**config.mk**
```make
export PLATFORM = sky130hd
export DESIGN_NAME = fetch_queue
export DESIGN_NICKNAME = d
export VERILOG_FILES = /design/src/rtl/fetch_queue.sv
export SDC_FILE = /design/constraint.sdc
export NUM_CORES = 1
export LEC_CHECK = 0
export CAP_MARGIN = 20
export CORE_ASPECT_RATIO = 2
export CORE_MARGIN = 4
export CORE_UTILIZATION = 60
export CTS_CLUSTER_DIAMETER = 60
export CTS_CLUSTER_SIZE = 8
export DETAILED_ROUTE_END_ITERATION = 8
export HOLD_SLACK_MARGIN = 0.03
export PLACE_DENSITY = 0.85
export SYNTH_ARGS = -nofsm -noshare
export SYNTH_HDL_FRONTEND = slang
export SYNTH_SLANG_ARGS = --single-unit
```
**constraint.sdc**
```tcl
create_clock -name CLK -period 3.8 [get_ports CLK]
set_input_delay 0.76 -clock CLK [delete_from_list [all_inputs] [get_ports CLK]]
set_output_delay 0.76 -clock CLK [all_outputs]
set_load 0.005 [all_outputs]
```
**src/rtl/fetch_queue.sv**
```systemverilog
// Instruction prefetch queue between a 1-cycle synchronous ROM and the cpu.
// Optional FETCH_QUEUE_PERF_EN adds FETCH_CNT/FLUSH_CNT performance counters.
module fetch_queue #(
   parameter int unsigned      WIDTH    = 32,
   parameter int unsigned      DEPTH    = 4,
   parameter logic [WIDTH-1:0] RESET_PC = '0,
   parameter int unsigned      PC_STEP  = 4
) (
   input  logic             CLK,
   input  logic             RESET,
   output logic             ROM_RD_EN,
   output logic [WIDTH-1:0] ROM_ADDR,
   input  logic [WIDTH-1:0] ROM_DATA,
   output logic             INSTR_VALID,
   output logic [WIDTH-1:0] INSTR,
   output logic [WIDTH-1:0] INSTR_PC,
   input  logic             INSTR_READY,
   input  logic             REDIRECT,
   input  logic [WIDTH-1:0] REDIRECT_PC
`ifdef FETCH_QUEUE_PERF_EN
   ,
   output logic [31:0]      FETCH_CNT,
   output logic [31:0]      FLUSH_CNT
`endif
);

   localparam int unsigned AW = $clog2(DEPTH);
   localparam int unsigned CW = AW + 1;

   logic             r_run;
   logic [WIDTH-1:0] r_fetch_pc;
   logic             r_inflight;
   logic [WIDTH-1:0] r_inflight_pc;
   logic [AW-1:0]    r_wptr;
   logic [AW-1:0]    r_rptr;
   logic [CW-1:0]    r_count;
   logic [WIDTH-1:0] r_mem_data [DEPTH];
   logic [WIDTH-1:0] r_mem_pc   [DEPTH];

   logic [CW-1:0]    w_occ;
   logic             w_issue;
   logic             w_push;
   logic             w_pop;

   // Occupancy includes the in-flight request, so a ROM return always has a free slot.
   always_comb begin
      w_occ   = r_count + {{AW{1'b0}}, r_inflight};
      w_issue = r_run && !REDIRECT && (w_occ < CW'(DEPTH));
      w_push  = r_inflight && !REDIRECT;
      w_pop   = (r_count != '0) && INSTR_READY;
   end

   always_ff @(posedge CLK or negedge RESET) begin
      if (!RESET) begin
         r_run         <= 1'b0;
         r_fetch_pc    <= RESET_PC;
         r_inflight    <= 1'b0;
         r_inflight_pc <= '0;
         r_wptr        <= '0;
         r_rptr        <= '0;
         r_count       <= '0;
         for (int unsigned i = 0; i < DEPTH; i++) begin
            r_mem_data[i] <= '0;
            r_mem_pc[i]   <= '0;
         end
      end else begin
         r_run <= 1'b1;
         if (REDIRECT) begin
            r_fetch_pc <= {REDIRECT_PC[WIDTH-1:2], 2'b00};
            r_inflight <= 1'b0;
            r_wptr     <= '0;
            r_rptr     <= '0;
            r_count    <= '0;
         end else begin
            r_inflight <= w_issue;
            if (w_issue) begin
               r_fetch_pc    <= r_fetch_pc + WIDTH'(PC_STEP);
               r_inflight_pc <= r_fetch_pc;
            end
            if (w_push) begin
               r_mem_data[r_wptr] <= ROM_DATA;
               r_mem_pc[r_wptr]   <= r_inflight_pc;
               r_wptr             <= r_wptr + 1'b1;
            end
            if (w_pop) begin
               r_rptr <= r_rptr + 1'b1;
            end
            if (w_push && !w_pop) begin
               r_count <= r_count + 1'b1;
            end else if (w_pop && !w_push) begin
               r_count <= r_count - 1'b1;
            end
         end
      end
   end

   always_comb begin
      ROM_RD_EN   = w_issue;
      ROM_ADDR    = r_fetch_pc;
      INSTR_VALID = (r_count != '0);
      INSTR       = r_mem_data[r_rptr];
      INSTR_PC    = r_mem_pc[r_rptr];
   end

`ifdef FETCH_QUEUE_PERF_EN
   logic [31:0] r_fetch_cnt;
   logic [31:0] r_flush_cnt;

   always_ff @(posedge CLK or negedge RESET) begin
      if (!RESET) begin
         r_fetch_cnt <= '0;
         r_flush_cnt <= '0;
      end else begin
         if (w_issue) begin
            r_fetch_cnt <= r_fetch_cnt + 32'd1;
         end
         if (REDIRECT) begin
            r_flush_cnt <= r_flush_cnt + 32'd1;
         end
      end
   end

   assign FETCH_CNT = r_fetch_cnt;
   assign FLUSH_CNT = r_flush_cnt;
`endif

endmodule

```
==> flow_summary_export.csv <==
group,metric,value,unit
grt,overflow,0,
routing,route.detailed.drc,0,
floorplan,die_w,116,um
sta,worst_hold_slack,0.222,ns
grt,track_usage,23.8,%
routing,first_iter_violations,378,
placement,place_inst,1374,
setup_path,cp_slowest_cell,"clkdlybuf4s50_1",
logic_synthesis,ys.flop_type,"dfrtp_1",
setup_path,required,3.04,ns
setup_path,endpoint_kind,"output pin",
placement,gp_congestion,0.785,
grt,first_global_vias,9373,
pwr,p_per_area,708,nW/um2
floorplan,start_util,61.1,%
logic_synthesis,yosysSeqAreaShare,57.1,%
setup_path,cp_max_fo,28,
logic_synthesis,avgSynthCellArea,14.3,um2
routing,vias,8449,
sta,hold_viol,0,
final_layout,final_cell_mix,"dfrtp_1, mux2_2, clkdlybuf4s50_1",
placement,dpl_cell_area,15800,um2
logic_synthesis,synthArstFlopShare,100,%
routing,via_per_inst,5.93,
clock_network,h-tree-depth,2,
final_layout,fin_nets,1215,
floorplan,die_h,223,um
floorplan,ioPinCount,166,
grt,grt_max_degree,104,
floorplan,row_count,78,
final_layout,design_area,17000,um2
grt,antenna_found_initial,0,
clock_network,clock-root-buffer,"clkbuf_16",
sta,slew_headroom,21.5,%
sta,setup_viol_count_final,0,
final_layout,final_common_cell,"dfrtp_1",
clock_network,cts_hold_buf,0,
final_layout,stdcell_count,1425,
final_layout,area_growth,22.6,%
pwr,leakage,7.77,nW
final_layout,layout.area.seq,7940,um2
sta,finalCriticalPeriod,3.61,ns
grt,grt_pass1_wl,48400,um
final_layout,multi_input_area,5710,um2
setup_path,critPathBufInv,2,
floorplan,coreArea,22700,um2
logic_synthesis,synth_area,13900,um2
logic_synthesis,synth-edff-count,0,
clock_network,cts_sinks,317,
sta,period_share,94.9,%
clock_network,postCtsSetupBuffers,0,
sta,fin_skew,0.0179,ns
final_layout,drive_gt1_share,34.3,%
placement,dp.final_hpwl,18700,um
setup_path,slowest_delay,0.62,ns
clock_network,clkTransAtPathRegs,0.05,ns
worst_hold_path,hp-class,"input port to asynchronous set/reset pin",
clock_network,tritoncts,"yes",
logic_synthesis,ys_seq_elements,317,
sta,fin_tns_setup,0,ns
run_status,status,"finished clean",
clock_network,clk_path_buf_depth,3,
placement,portBuffers,159,
job,maxCapViolations,0,
setup_path,startpoint,"r_inflight",
final_layout,diodes,0,
sta,tightest_slew,1.17,ns
floorplan,dieArea,25800,um2
sta,rsz0062_at_grt,"no",
setup_path,cp_top_family,"buffers and inverters",
setup_path,start_kind,"flip-flop",
clock_network,clk-insertion-delay-late,0.53,ns
setup_path,crit_arrival,2.85,ns
logic_synthesis,syn_inst,971,
routing,firstDrtPassIters,4,
clock_network,cts_resized,0,
sta,drv_slew,0,
setup_path,path_cells,"a31oi_2 -> o21ai_0 -> nand2b_1 -> inv_2 -> clkdlybuf4s50_1",
routing,wirelength,29600,um
routing,ant_nets,0,
setup_path,critPathKind,"flip-flop to output pin",
clock_network,numCtsBuffers,45,
routing,avgRoutedWirePerCell,20.8,um
logic_synthesis,yosys_warnings,0,
sta,fmax,277,MHz
pwr,peakVddDrop,0.000558,V
logic_synthesis,yosysUniqueCellTypes,40,
final_layout,fillers,1412,
setup_path,rr_startpoint,"r_inflight",
==> state kept, by name, summed over array words and instances (netlist names) <==
name / count
r_inflight_pc: 30
r_mem_data: 128
r_inflight: 1
r_wptr: 2
r_rptr: 2
r_run: 1
r_count: 3
r_mem_pc: 120
ROM_ADDR: 30
==> cells in the mapped netlist (4+ instances only) <==
library cell / number / share of area, %
o21ai_0: 32 / 1.2
nor3_1: 6 / 0.22
buf_4: 4 / 0.22
buf_2: 7 / 0.25
nand4_1: 5 / 0.23
dfrtp_1: 317 / 57
clkbuf_1: 44 / 1.2
or3_1: 4 / 0.18
nand3_1: 6 / 0.22
mux4_2: 62 / 10
nand2_1: 124 / 3.3
inv_1: 9 / 0.24
nor4_1: 8 / 0.36
xnor2_1: 26 / 1.6
nor2_1: 17 / 0.46
a31oi_1: 4 / 0.18
xor2_1: 5 / 0.32
ha_1: 5 / 0.45
mux2_2: 249 / 20
==> report_power, final <==
group	total (W)	switching (W)	leakage, nW	internal [W]
logic	0.00358	0.00121	3.06	0.00237
registers	0.00501	0.000690	4.12	0.00432
clock network	0.00347	0.00131	0.590	0.00216
==> cell families after synthesis <==
group           synth area share (%)
flops                           57.1
mux                             30.4
simple gates                    6.11
buf+inv                         2.12
compound gates                  1.70
xor+xnor                        1.95
fa+ha+maj                      0.594
other cells                   0.0540
==> per-layer routing <==
metal / global-route usage, % / vias to the layer above / wire, um / share of wire, %
li1: - / 3808 / - / -
met1: 28.1 / 4386 / 11200 / 38
met2: 43.3 / 207 / 16500 / 56
met3: 4.10 / 48 / 1270 / 4.3
met4: 7.77 / 0 / 681 / 2.3
met5: 0 / - / 0 / 0
==> per-stage QoR <==
stage	power (W)	utilization, %	setup WS (ns)
floorplan	0.00685	-	1.30
global placement	0.00852	69.7	0.818
detailed placement	0.00867	69.7	0.743
CTS	0.0122	74.9	0.179
global route	0.0127	74.9	0.0386
finish	0.0121	74.9	0.194
==> final cells by class <==
| type | count | share of cell area (%) |
|---|---|---|
| inverter | 11 | 0.242 |
| tap | 280 | 2.06 |
| clock buffer | 49 | 6.95 |
| timing repair buffer | 179 | 10.6 |
| clock inverter | 2 | 0.0808 |
| multi-input combinational | 587 | 33.5 |
| sequential | 317 | 46.6 |
==> path summary, 6_finish.rpt <==
check / depth (start not counted) / slack (ns) / endpoint
max: 5 / 0.19 / ROM_RD_EN
min: 1 / 0.22 / r_mem_pc[23]
max reg2reg: 5 / 1.37 / ROM_ADDR[30]
min reg2reg: 1 / 0.49 / r_mem_data[62]
max in group asynchronous: 2 / 2.54 / r_mem_pc[13]
min in group CLK: 1 / 0.49 / r_mem_data[62]
No activity file was read; power rests on OpenSTA's default activity.
